File: src/rtl/nvme_sq_arbiter_if.sv
// rtl/nvme_sq_arbiter_if.sv - SQ, executor and completion signal bundle for nvme_sq_arbiter
interface nvme_sq_arbiter_if #(
  parameter int NUM_SQ = 4,
  parameter int CMD_W  = 16
);
  localparam int QID_W = $clog2(NUM_SQ);

  logic [NUM_SQ-1:0]       sq_valid;
  logic [NUM_SQ*CMD_W-1:0] sq_cmd;
  logic [NUM_SQ-1:0]       sq_ready;
  logic                    cmd_valid;
  logic [CMD_W-1:0]        cmd_data;
  logic [QID_W-1:0]        cmd_qid;
  logic                    cmd_ready;
  logic                    cpl_valid;
  logic                    cpl_err;
  logic                    done_valid;
  logic [QID_W-1:0]        done_qid;
  logic [1:0]              done_status;
  logic                    busy;

  // Arbiter side
  modport master (
    input  sq_valid, sq_cmd, cmd_ready, cpl_valid, cpl_err,
    output sq_ready, cmd_valid, cmd_data, cmd_qid, done_valid, done_qid, done_status, busy
  );

  // SQ fetch / executor side
  modport slave (
    output sq_valid, sq_cmd, cmd_ready, cpl_valid, cpl_err,
    input  sq_ready, cmd_valid, cmd_data, cmd_qid, done_valid, done_qid, done_status, busy
  );
endinterface

File: src/rtl/nvme_sq_arbiter.sv
// rtl/nvme_sq_arbiter.sv - round-robin/burst arbiter sharing one NVMe executor among NUM_SQ SQs
// Optional build macro NVME_SQ_URGENT_EN: queue 0 becomes strict priority outside the round-robin.
module nvme_sq_arbiter #(
  parameter int NUM_SQ      = 4,
  parameter int CMD_W       = 16,
  parameter int BURST       = 2,
  parameter int TIMEOUT_CYC = 1024
) (
  input  logic              clk,
  input  logic              reset_n,
  nvme_sq_arbiter_if.master bus
);
  localparam int QID_W = $clog2(NUM_SQ);
  localparam int WD_W  = $clog2(TIMEOUT_CYC);
  localparam int BC_W  = (BURST > 1) ? $clog2(BURST) : 1;

  typedef enum logic [1:0] {
    S_IDLE  = 2'd0,
    S_ISSUE = 2'd1,
    S_WAIT  = 2'd2
  } state_t;

  state_t            state_q, state_d;
  logic [CMD_W-1:0]  cmd_data_q, cmd_data_d;
  logic [QID_W-1:0]  cmd_qid_q, cmd_qid_d;
  logic [QID_W-1:0]  rr_ptr_q, rr_ptr_d;
  logic [BC_W-1:0]   burst_cnt_q, burst_cnt_d;
  logic [WD_W-1:0]   wd_cnt_q, wd_cnt_d;
  logic              done_valid_q, done_valid_d;
  logic [QID_W-1:0]  done_qid_q, done_qid_d;
  logic [1:0]        done_status_q, done_status_d;

  logic [QID_W-1:0]  winner;
  logic              found;
  logic [QID_W:0]    srch_sum;
  logic [QID_W-1:0]  next_qid;
  logic [NUM_SQ-1:0] sq_ready_c;
  logic              leave;
  logic              timed_out;
  logic              q0_exempt_grant;
  logic              q0_exempt_done;

  // Winner = first valid queue at or after rr_ptr, wrapping; urgent build lets queue 0 jump ahead
  always_comb begin
    winner   = '0;
    found    = 1'b0;
    srch_sum = '0;
    for (int k = 0; k < NUM_SQ; k++) begin
      srch_sum = {1'b0, rr_ptr_q} + (QID_W+1)'(k);
      if (srch_sum >= (QID_W+1)'(NUM_SQ)) begin
        srch_sum = srch_sum - (QID_W+1)'(NUM_SQ);
      end
      if (!found && bus.sq_valid[srch_sum[QID_W-1:0]]) begin
        found  = 1'b1;
        winner = srch_sum[QID_W-1:0];
      end
    end
`ifdef NVME_SQ_URGENT_EN
    if (bus.sq_valid[0]) begin
      winner = '0;
    end
`endif
  end

`ifdef NVME_SQ_URGENT_EN
  assign q0_exempt_grant = (winner == '0);
  assign q0_exempt_done  = (cmd_qid_q == '0);
`else
  assign q0_exempt_grant = 1'b0;
  assign q0_exempt_done  = 1'b0;
`endif

  assign next_qid = (cmd_qid_q == QID_W'(NUM_SQ - 1)) ? '0 : cmd_qid_q + 1'b1;

  // Next-state logic: grant in IDLE, hand off in ISSUE, wait for completion or timeout in WAIT
  always_comb begin
    state_d       = state_q;
    cmd_data_d    = cmd_data_q;
    cmd_qid_d     = cmd_qid_q;
    rr_ptr_d      = rr_ptr_q;
    burst_cnt_d   = burst_cnt_q;
    wd_cnt_d      = wd_cnt_q;
    done_valid_d  = 1'b0;
    done_qid_d    = done_qid_q;
    done_status_d = done_status_q;
    sq_ready_c    = '0;
    leave         = 1'b0;
    timed_out     = 1'b0;

    case (state_q)
      S_IDLE: begin
        if (|bus.sq_valid) begin
          sq_ready_c[winner] = 1'b1;
          cmd_data_d         = bus.sq_cmd[winner*CMD_W +: CMD_W];
          cmd_qid_d          = winner;
          state_d            = S_ISSUE;
          // A queue other than the favoured one starts a fresh burst
          if (!q0_exempt_grant && (winner != rr_ptr_q)) begin
            burst_cnt_d = '0;
          end
        end
      end
      S_ISSUE: begin
        if (bus.cmd_ready) begin
          state_d  = S_WAIT;
          wd_cnt_d = '0;
        end
      end
      S_WAIT: begin
        wd_cnt_d = wd_cnt_q + 1'b1;
        if (bus.cpl_valid) begin
          leave         = 1'b1;
          done_status_d = {1'b0, bus.cpl_err};
        end else if (wd_cnt_q == WD_W'(TIMEOUT_CYC - 1)) begin
          leave         = 1'b1;
          timed_out     = 1'b1;
          done_status_d = 2'b10;
        end
        if (leave) begin
          done_valid_d = 1'b1;
          done_qid_d   = cmd_qid_q;
          state_d      = S_IDLE;
          if (!q0_exempt_done) begin
            if (!timed_out && (int'(burst_cnt_q) < BURST - 1)) begin
              burst_cnt_d = burst_cnt_q + 1'b1;
              rr_ptr_d    = cmd_qid_q;
            end else begin
              burst_cnt_d = '0;
              rr_ptr_d    = next_qid;
            end
          end
        end
      end
      default: state_d = S_IDLE;
    endcase
  end

  // State and datapath registers; reset drops any in-flight command silently
  always_ff @(posedge clk or negedge reset_n) begin
    if (!reset_n) begin
      state_q       <= S_IDLE;
      cmd_data_q    <= '0;
      cmd_qid_q     <= '0;
      rr_ptr_q      <= '0;
      burst_cnt_q   <= '0;
      wd_cnt_q      <= '0;
      done_valid_q  <= 1'b0;
      done_qid_q    <= '0;
      done_status_q <= 2'b00;
    end else begin
      state_q       <= state_d;
      cmd_data_q    <= cmd_data_d;
      cmd_qid_q     <= cmd_qid_d;
      rr_ptr_q      <= rr_ptr_d;
      burst_cnt_q   <= burst_cnt_d;
      wd_cnt_q      <= wd_cnt_d;
      done_valid_q  <= done_valid_d;
      done_qid_q    <= done_qid_d;
      done_status_q <= done_status_d;
    end
  end

  assign bus.sq_ready    = sq_ready_c;
  assign bus.cmd_valid   = (state_q == S_ISSUE);
  assign bus.cmd_data    = cmd_data_q;
  assign bus.cmd_qid     = cmd_qid_q;
  assign bus.done_valid  = done_valid_q;
  assign bus.done_qid    = done_qid_q;
  assign bus.done_status = done_status_q;
  assign bus.busy        = (state_q != S_IDLE);
endmodule

File: src/flat_wrapper.sv
// flat-port wrapper written by rule: the top's interface ports become plain ports
module nvme_sq_arbiter_flat 
#(
  parameter int NUM_SQ      = 4,
  parameter int CMD_W       = 16,
  parameter int BURST       = 2,
  parameter int TIMEOUT_CYC = 1024
)
  (clk, reset_n, bus_sq_valid, bus_sq_cmd, bus_cmd_ready, bus_cpl_valid, bus_cpl_err, bus_sq_ready, bus_cmd_valid, bus_cmd_data, bus_cmd_qid, bus_done_valid, bus_done_qid, bus_done_status, bus_busy);
  nvme_sq_arbiter_if #(.NUM_SQ(NUM_SQ), .CMD_W(CMD_W)) bus_i ();
  input  logic clk;
  input  logic reset_n;
  input wire logic [$bits(bus_i.sq_valid)-1:0] bus_sq_valid;
  input wire logic [$bits(bus_i.sq_cmd)-1:0] bus_sq_cmd;
  input wire logic [$bits(bus_i.cmd_ready)-1:0] bus_cmd_ready;
  input wire logic [$bits(bus_i.cpl_valid)-1:0] bus_cpl_valid;
  input wire logic [$bits(bus_i.cpl_err)-1:0] bus_cpl_err;
  output wire logic [$bits(bus_i.sq_ready)-1:0] bus_sq_ready;
  output wire logic [$bits(bus_i.cmd_valid)-1:0] bus_cmd_valid;
  output wire logic [$bits(bus_i.cmd_data)-1:0] bus_cmd_data;
  output wire logic [$bits(bus_i.cmd_qid)-1:0] bus_cmd_qid;
  output wire logic [$bits(bus_i.done_valid)-1:0] bus_done_valid;
  output wire logic [$bits(bus_i.done_qid)-1:0] bus_done_qid;
  output wire logic [$bits(bus_i.done_status)-1:0] bus_done_status;
  output wire logic [$bits(bus_i.busy)-1:0] bus_busy;
  assign bus_i.sq_valid = bus_sq_valid;
  assign bus_i.sq_cmd = bus_sq_cmd;
  assign bus_i.cmd_ready = bus_cmd_ready;
  assign bus_i.cpl_valid = bus_cpl_valid;
  assign bus_i.cpl_err = bus_cpl_err;
  assign bus_sq_ready = bus_i.sq_ready;
  assign bus_cmd_valid = bus_i.cmd_valid;
  assign bus_cmd_data = bus_i.cmd_data;
  assign bus_cmd_qid = bus_i.cmd_qid;
  assign bus_done_valid = bus_i.done_valid;
  assign bus_done_qid = bus_i.done_qid;
  assign bus_done_status = bus_i.done_status;
  assign bus_busy = bus_i.busy;
  nvme_sq_arbiter #(.NUM_SQ(NUM_SQ), .CMD_W(CMD_W), .BURST(BURST), .TIMEOUT_CYC(TIMEOUT_CYC)) u_core (.clk(clk), .reset_n(reset_n), .bus(bus_i));
endmodule
File: config.mk
export PLATFORM = sky130hd
export DESIGN_NAME = nvme_sq_arbiter_flat
export DESIGN_NICKNAME = d
export VERILOG_FILES = /design/src/rtl/nvme_sq_arbiter_if.sv /design/src/rtl/nvme_sq_arbiter.sv /design/src/flat_wrapper.sv
export SDC_FILE = /design/constraint.sdc
export NUM_CORES = 1
export LEC_CHECK = 0
export ABC_CLOCK_PERIOD_IN_PS = 4000
export BUFFER_PORTS_ARGS = -buffer_cell sky130_fd_sc_hd__buf_2
export CORE_ASPECT_RATIO = 1.75
export CORE_MARGIN = 2
export CORE_UTILIZATION = 51
export CTS_CLUSTER_SIZE = 10
export DETAILED_ROUTE_END_ITERATION = 10
export HOLD_SLACK_MARGIN = 0.02
export PLACE_DENSITY = 0.95
export SYNTH_ARGS = -nofsm -noshare
export SYNTH_HDL_FRONTEND = slang
export SYNTH_SLANG_ARGS = --single-unit
export TNS_END_PERCENT = 5
File: constraint.sdc
create_clock -name clk -period 4 [get_ports clk]
set_input_delay 0.4 -clock clk [delete_from_list [all_inputs] [get_ports clk]]
set_output_delay 0.4 -clock clk [all_outputs]
set_load 0.05 [all_outputs]
==> results of run 1 <==
worst max-delay path, stage by stage, from the launching register on:
cell,delay [ns]
dfrtp_1,0.41
nor2_1,0.35
o41ai_4,0.16
buf_4,0.24
nand2b_1,0.49
nor2_1,0.23
buf_2,0.29
sequential cells by signal, summed over array words and instances (netlist names):
signal,count
u_core.bus.cmd_data,16
u_core.wd_cnt_q,10
u_core.bus.cmd_qid,2
u_core.bus.done_qid,2
u_core.bus.done_status,2
u_core.rr_ptr_q,2
u_core.state_q,2
u_core.burst_cnt_q,1
u_core.bus.done_valid,1
cell usage in the layout, fill, tap and decap left out, types with 2 or more instances in the layout:
master	synthesis	routed
a21oi_1	14	14
a31oi_1	4	4
and3_1	3	3
and4_1	2	2
buf_2	4	101
buf_4	0	3
bufinv_16	0	2
clkbuf_8	0	5
dfrtp_1	38	38
ha_1	2	2
inv_1	5	5
inv_2	3	3
mux2i_1	33	33
nand2_1	38	38
nand2b_1	2	2
nand3_1	3	3
nor2_1	9	9
nor2b_1	4	4
o21ai_0	18	18
o221ai_1	16	16
o22ai_1	3	2
cell families (layout without fill, tap and decap cells):
family                     Yosys count  in the layout
AOI/OAI and AO/OA                   69             69
and+or+nand+nor                     67             67
DFF                                 38             38
muxes                               33             33
buffers and inverters               23            120
adders and majority gates            2              2
metal layers:
layer | vias up | global-route usage
met5 | - | 0
met4 | 0 | 0.1111
met3 | 18 | 0.06250
met2 | 88 | 0.4299
met1 | 1045 | 0.2801
li1 | 1047 | -
path summary, 6_finish.rpt:
check	start	to	slack (ns)	cells past startpoint
worst max-delay path	u_core.state_q[0]	bus_sq_ready[1]	1.15	6
worst min-delay path	reset_n	u_core.bus.cmd_data[2]	0.21	1
worst max register to register	u_core.rr_ptr_q[0]	u_core.bus.cmd_data[0]	1.71	6
worst min register to register	u_core.bus.cmd_data[12]	u_core.bus.cmd_data[12]	0.49	2
max in group asynchronous	reset_n	u_core.burst_cnt_q	3.25	1
min in group clk	bus_cmd_ready	u_core.state_q[0]	0.34	2
report_power, final:
part | leakage [nW] | internal [mW] | total [mW] | switching, mW
Combinational | 0.981 | 0.409 | 1.35 | 0.938
Clock | 0.0683 | 0.250 | 0.388 | 0.138
Sequential | 0.487 | 0.530 | 0.640 | 0.110
Total | 1.54 | 1.19 | 2.37 | 1.19
final cells by class:
cell class                      count  area (µm²)
Clock buffer                        5       68.82
Timing Repair Buffer              104       528.0
Fill cell                         326        1286
Tap cell                           49       61.31
Multi-Input combinational cell    171        1156
Inverter                            8       30.03
Sequential cell                    38       950.9
Clock inverter                      3       68.82
per-stage QoR:
stage	hold slack, ns	std cells	setup slack, ns	utilization	instance area, µm²
2_1_floorplan	0.1044	232	1.572	-	2226
3_3_place_gp	0.4608	370	1.428	0.6569	2726
3_5_place_dp	0.4678	370	1.348	0.6569	2726
4_1_cts	0.2307	378	1.165	0.6901	2864
5_1_grt	0.2651	378	1.004	0.6901	2864
6_report	0.2109	378	1.145	0.6901	2864
==> results by group, run 1 <==
Detailed routing
  – Drt first-iter violations: 55
  – Vias per std cell: between 5 and 6
  – Residual DRC count: 0
  – DRT Pass-1 Iters: 4
  – Met2 WL: about 3200 µm
  – WL/cell: about 16 µm
  – Met3 wire length: between 400 and 500 µm
  – Final Routed Wirelength: ~6000 µm
  – Vias post-DR: 2198
  – Met1 Wirelength: between 2000 and 2500 µm
  – Post-route ant nets: 0
  – Top sig layer: met4

Logic synthesis
  – Area of the mapped netlist: between 2000 and 2500 µm²
  – Synth top area share: 0.4272
  – Main synth FF type: dfrtp_1
  – Synth cell types: 43
  – Largest family of logic cells by synthesized area: compound AO/OA/AOI/OAI gates
  – Synth Area in Compound Gates: 0.2119
  – Syn avg cell area: 9.594 µm²
  – Post-synthesis net count: 307
  – Simple-gate portion of the synthesized area: 0.1366
  – Area contributors post-synth: dfrtp_1 (43%), mux2i_1 (15%), nand2_1 (6.4%)
  – Post-synth EDFFs: 0
  – Register area share after synthesis: 0.4272
  – Async S/R FF share, synth: 1.000
  – Largest area contributor in the netlist: dfrtp_1
  – Post-Syn Instances: approximately 230
  – Most frequent cells after synthesis: dfrtp_1 (38), nand2_1 (38), mux2i_1 (33), o21ai_0 (18), o221ai_1 (16)
  – Yosys warning count: 0
  – Synth Register Bits: 38
  – Synthesized-area fraction occupied by adder cells: 0.01124
  – Mux contribution to synthesized area: 0.1484
  – XOR/XNOR Fraction of Synth Area: 0

Worst setup path
  – Critical Path Fanout Max: 23
  – Worst path required time: about 3.6 ns
  – Crit path DAT: around 2.5 ns
  – Crit Path Class: flop to primary output
  – Worst setup SP type: flop
  – Worst Setup End Kind: primary output

CTS
  – CTS resizes: 0
  – CTS H-tree lvls: 2
  – Num Clock Sinks: 38
  – Post-CTS Setup Inserts: 0
  – Worst-skew pair later-pin latency: just under 0.3 ns
  – Total CTS buffers: 5
  – Root buf cell: clkbuf_8
  – CTS tree: done
  – Clock buffer depth: 2
  – CTS Hold Bufs: 0
  – Clock slew at reported path FFs: about 0.07 ns

Timing
  – Final period util: 0.7137
  – Worst Skew: 0.002715 ns
  – Final Critical Period: roughly 2.9 ns
  – Pin slew with the least headroom to its limit: around 0.85 ns
  – Fin. Hold Viols: 0
  – Max-slew violations: 0
  – Relative slew slack: 0.4344
  – Fmax: around 0.35 GHz
  – Final setup viols: 0
  – RSZ-0062 raised after global routing: false
  – Setup_tns: 0 ns

Global route
  – Antenna violations before repair: 0
  – Vias in the first global route: ~2100
  – GRT Util Overall: 0.2520
  – Largest net degree at the start of global routing: 39
  – Global-route wire length before repair: ~9300 µm
  – Overflow after GRT: 0

Die
  – Core ar.: roughly 4200 µm²
  – Rows: 31
  – Die W: between 50 and 60 µm
  – Die height: about 91 µm
  – Die area: 4930 µm²
  – I/O pins: slightly above 100
  – Initial Utilization: 0.5363

Placement
  – Hpwl dp: ~4600 µm
  – IO Port Bufs: between 100 and 150
  – Placer congestion estimate: 0.8449

Cells and area
  – Share of cells above drive strength 1: 0.3647
  – Fin nets: 403
  – Antenna fix cells: 0
  – P&R area growth vs syn: 28.67%

Pwr
  – Worst vdd ir: between 600 and 700 µV
  – Final Power: 2.375 mW
  – Leak: around 1.5 nW
  – Pwr Density: ~830 nW/µm²

Run status
  – Outcome: completed

Min path
  – Worst hold path type: primary input to async pin

Job
  – Max-Cap Viols: 0
Note: power is estimated with default switching activity, not from simulation.
==> run 2: changes to the inputs <==
Settings changed: ABC_AREA from default to 1, ABC_CLOCK_PERIOD_IN_PS 4000 to 2400, CORE_UTILIZATION 51 to 44, PLACE_DENSITY 0.95 to 0.85.
Clock period 4 ns to 2.4 ns, I/O delays scaled along.
==> results by group, run 2 <==
CTS
  – CTS Hold Bufs: 0 (unchanged)
  – Root buf cell: clkbuf_8
  – CTS tree: done
  – Clock slew at reported path FFs: 0.09 ns (+0.02 ns)
  – Num Clock Sinks: 38 (unchanged)
  – Total CTS buffers: 5 (unchanged)
  – CTS H-tree lvls: 2 (unchanged)
  – Clock buffer depth: 2 (unchanged)
  – Worst-skew pair later-pin latency: 0.30 ns (about the same)

Run status
  – Outcome: completed

Logic synthesis
  – Register area share after synthesis: 0.3696 (-0.05756)
  – Post-synthesis net count: 421 (+37%)
  – Main synth FF type: dfrtp_1
  – Area of the mapped netlist: 2572 µm² (+16%)
  – Post-synth EDFFs: 0 (unchanged)
  – Post-Syn Instances: 346 (+49%)
  – Yosys warning count: 0 (unchanged)
  – Most frequent cell after synthesis: nand2_1
  – Synth top area share: 0.3696 (-0.05756)
  – Syn avg cell area: 7.435 µm² (-23%)
  – Synth cell types: 31 (-28%)
  – Async S/R FF share, synth: 1.000 (unchanged)
  – Largest area contributor in the netlist: dfrtp_1
  – Most frequent cells after synthesis: nand2_1 (95), inv_1 (51), dfrtp_1 (38), nand3_1 (28), nor2_1 (18)
  – Synth Register Bits: 38 (unchanged)
  – Area contributors post-synth: dfrtp_1 (37%), nand2_1 (14%), inv_1 (7.4%)

Global route
  – Antenna violations before repair: 0 (unchanged)
  – Vias in the first global route: 2567 (+21%)
  – Global-route wire length before repair: 11240 µm (+21%)
  – Largest net degree at the start of global routing: 65 (+67%)
  – Overflow after GRT: 0 (unchanged)
  – GRT Util Overall: 0.2226 (-0.02942)

Placement
  – Hpwl dp: 5110 µm (+11%)
  – IO Port Bufs: 101 (unchanged)
  – Placer congestion estimate: 0.9717 (+15%)
  – Placed cells: 513 (+39%)

Die
  – Core ar.: 5630 µm² (+36%)
  – Die area: 6498 µm² (+32%)
  – I/O pins: 102 (unchanged)
  – Die height: 105.2 µm (+15%)
  – Rows: 36 (+16%)
  – Initial Utilization: 0.4569 (-0.07944)
  – Die W: 61.80 µm (+15%)

Cells and area
  – Fin nets: 521 (+29%)
  – Reg area: 953.4 µm² (+0.26%)
  – Most common cell after layout, fill and taps aside: buf_2
  – Share of cells above drive strength 1: 0.3490 (-0.01575)
  – Antenna fix cells: 0 (unchanged)
  – Area occupied by multi-input gates: 1309 µm² (+13%)
  – Fin util: 0.5847 (-0.1054)
  – P&R area growth vs syn: 27.97%
  – Fillers: 519 (+59%)
  – Max reg flops: 16 (unchanged)
  – Most frequent cells in the layout: buf_2 (97), nand2_1 (95), inv_1 (51)
  – Fin cells: 523 (+38%)

Timing
  – Relative slew slack: 0.4339 (-0.0005780)
  – Fmax: 0.4366 GHz
  – Final Critical Period: 2.291 ns
  – Final setup viols: 0 (unchanged)
  – RSZ-0062 raised after global routing: true
  – Final period util: 0.9545
  – Pin slew with the least headroom to its limit: 0.8492 ns (+0.0008674 ns)
  – Max-slew violations: 0 (unchanged)
  – Worst Skew: 0.01165 ns (+0.008940 ns)
  – Fin. Hold Viols: 0 (unchanged)

Detailed routing
  – DRT Pass-1 Iters: 6 (+2)
  – Vias per std cell: 5.000 (-14%)
  – Final Routed Wirelength: 6508 µm (+8.4%)
  – WL/cell: 12.44 µm (-22%)
  – Post-route ant nets: 0 (unchanged)
  – Vias post-DR: 2615 (+19%)
  – Residual DRC count: 0 (unchanged)
  – Drt first-iter violations: 67 (+22%)

Worst setup path
  – Worst Setup End Kind: primary output
  – Cells along the critical path: buf_4 > nand2_1 > nand2_2 > nand2_2 > nand2_1 > inv_2 > nand3_2 > nand3_4 > nand2_4 > nor2_1 > buf_4
  – Critical Path Fanout Max: 7 (-70%)
  – Worst path required time: 2.16 ns (-1.44 ns)
  – Crit path DAT: 2.05 ns (-0.40 ns)
  – Slowest CP cell: dfrtp_2
  – Worst path max stage delay: 0.49 ns (about the same)
  – WP buf/inv: 3 (+1)
  – Worst setup SP type: flop
  – Crit Path Class: flop to primary output
  – Worst path top cell family by delay: simple AND/OR/NAND/NOR gates

Pwr
  – Pwr Density: 1616 nW/µm² (+95%)
  – Leak: 1.806 nW (+18%)
  – Worst vdd ir: 1393 µV (+120%)

Min path
  – Worst hold path type: primary input to async pin

Job
  – Max-Cap Viols: 0 (unchanged)
run 2: path summary, 6_finish.rpt:
path | from | end | slack (ns) | cells after the start
min in group clk | bus_cmd_ready | u_core.state_q[0] | 0.13 | 2
max in group asynchronous | reset_n | u_core.rr_ptr_q[1] | 1.76 | 1
max reg2reg | u_core.wd_cnt_q[0] | u_core.rr_ptr_q[1] | 0.30 | 13
min reg2reg | u_core.bus.done_status[0] | u_core.bus.done_status[0] | 0.48 | 2
min | reset_n | u_core.bus.cmd_data[9] | 0.04 | 1
max | u_core.rr_ptr_q[0] | bus_sq_ready[3] | 0.11 | 11
run 2: what timing repair did:
item	in CTS	in global routing
endpoints found under the hold margin	0	0
cloned	0	0
setup buffers	0	2
endpoints found under the setup margin	3	4
pin swaps	0	1
gates resized for setup	1	12
run 2: area by class of cell:
| type | count | share of cell area |
|---|---|---|
| repair buffers | 106 | 0.1741 |
| multi-input cells | 237 | 0.3976 |
| inverters | 58 | 0.06803 |
| clock buffers | 5 | 0.02090 |
| clock inverters | 3 | 0.02090 |
| well taps | 76 | 0.02889 |
| flip-flops and latches | 38 | 0.2896 |
run 2: metrics by stage:
stage	setup TNS [ns]	hold slack (ns)	setup slack (ns)	cell area (µm²)	power, mW
3_3_place_gp	0	0.3989	0.3163	3112	4.495
5_1_grt	-0.02854	0.1078	-0.01758	3292	5.740
3_5_place_dp	0	0.4028	0.2416	3112	4.595
4_1_cts	0	0.07798	0.02621	3251	5.267
2_1_floorplan	-0.03169	-0.05559	-0.03169	2584	3.990
6_report	0	0.04470	0.1093	3292	5.319
run 2: cell families (layout without fill, tap and decap cells):
family,after synthesis,in the layout,synth area share
AO/OA/AOI/OAI,65,65,0.1877
XOR/XNOR,1,1,0.003405
adder cells (fa/ha/maj),2,2,0.009726
buffers and inverters,71,172,0.1279
flip-flops,38,38,0.3696
AND/OR/NAND/NOR,169,169,0.3016
run 2: where the power goes:
part | switching (mW) | total, mW | internal [mW]
clock | 0.246 | 0.663 | 0.417
combinational | 2.54 | 3.56 | 1.02
sequential | 0.195 | 1.10 | 0.906
run 2: routing by layer:
| metal | GRT usage | vias up | share of wire |
|---|---|---|---|
| li1 | - | 1324 | - |
| met1 | 0.2644 | 1187 | 0.40 |
| met2 | 0.3820 | 97 | 0.53 |
| met3 | 0.04455 | 7 | 0.058 |
| met4 | 0.07447 | 0 | 0.015 |
| met5 | 0 | - | 0 |
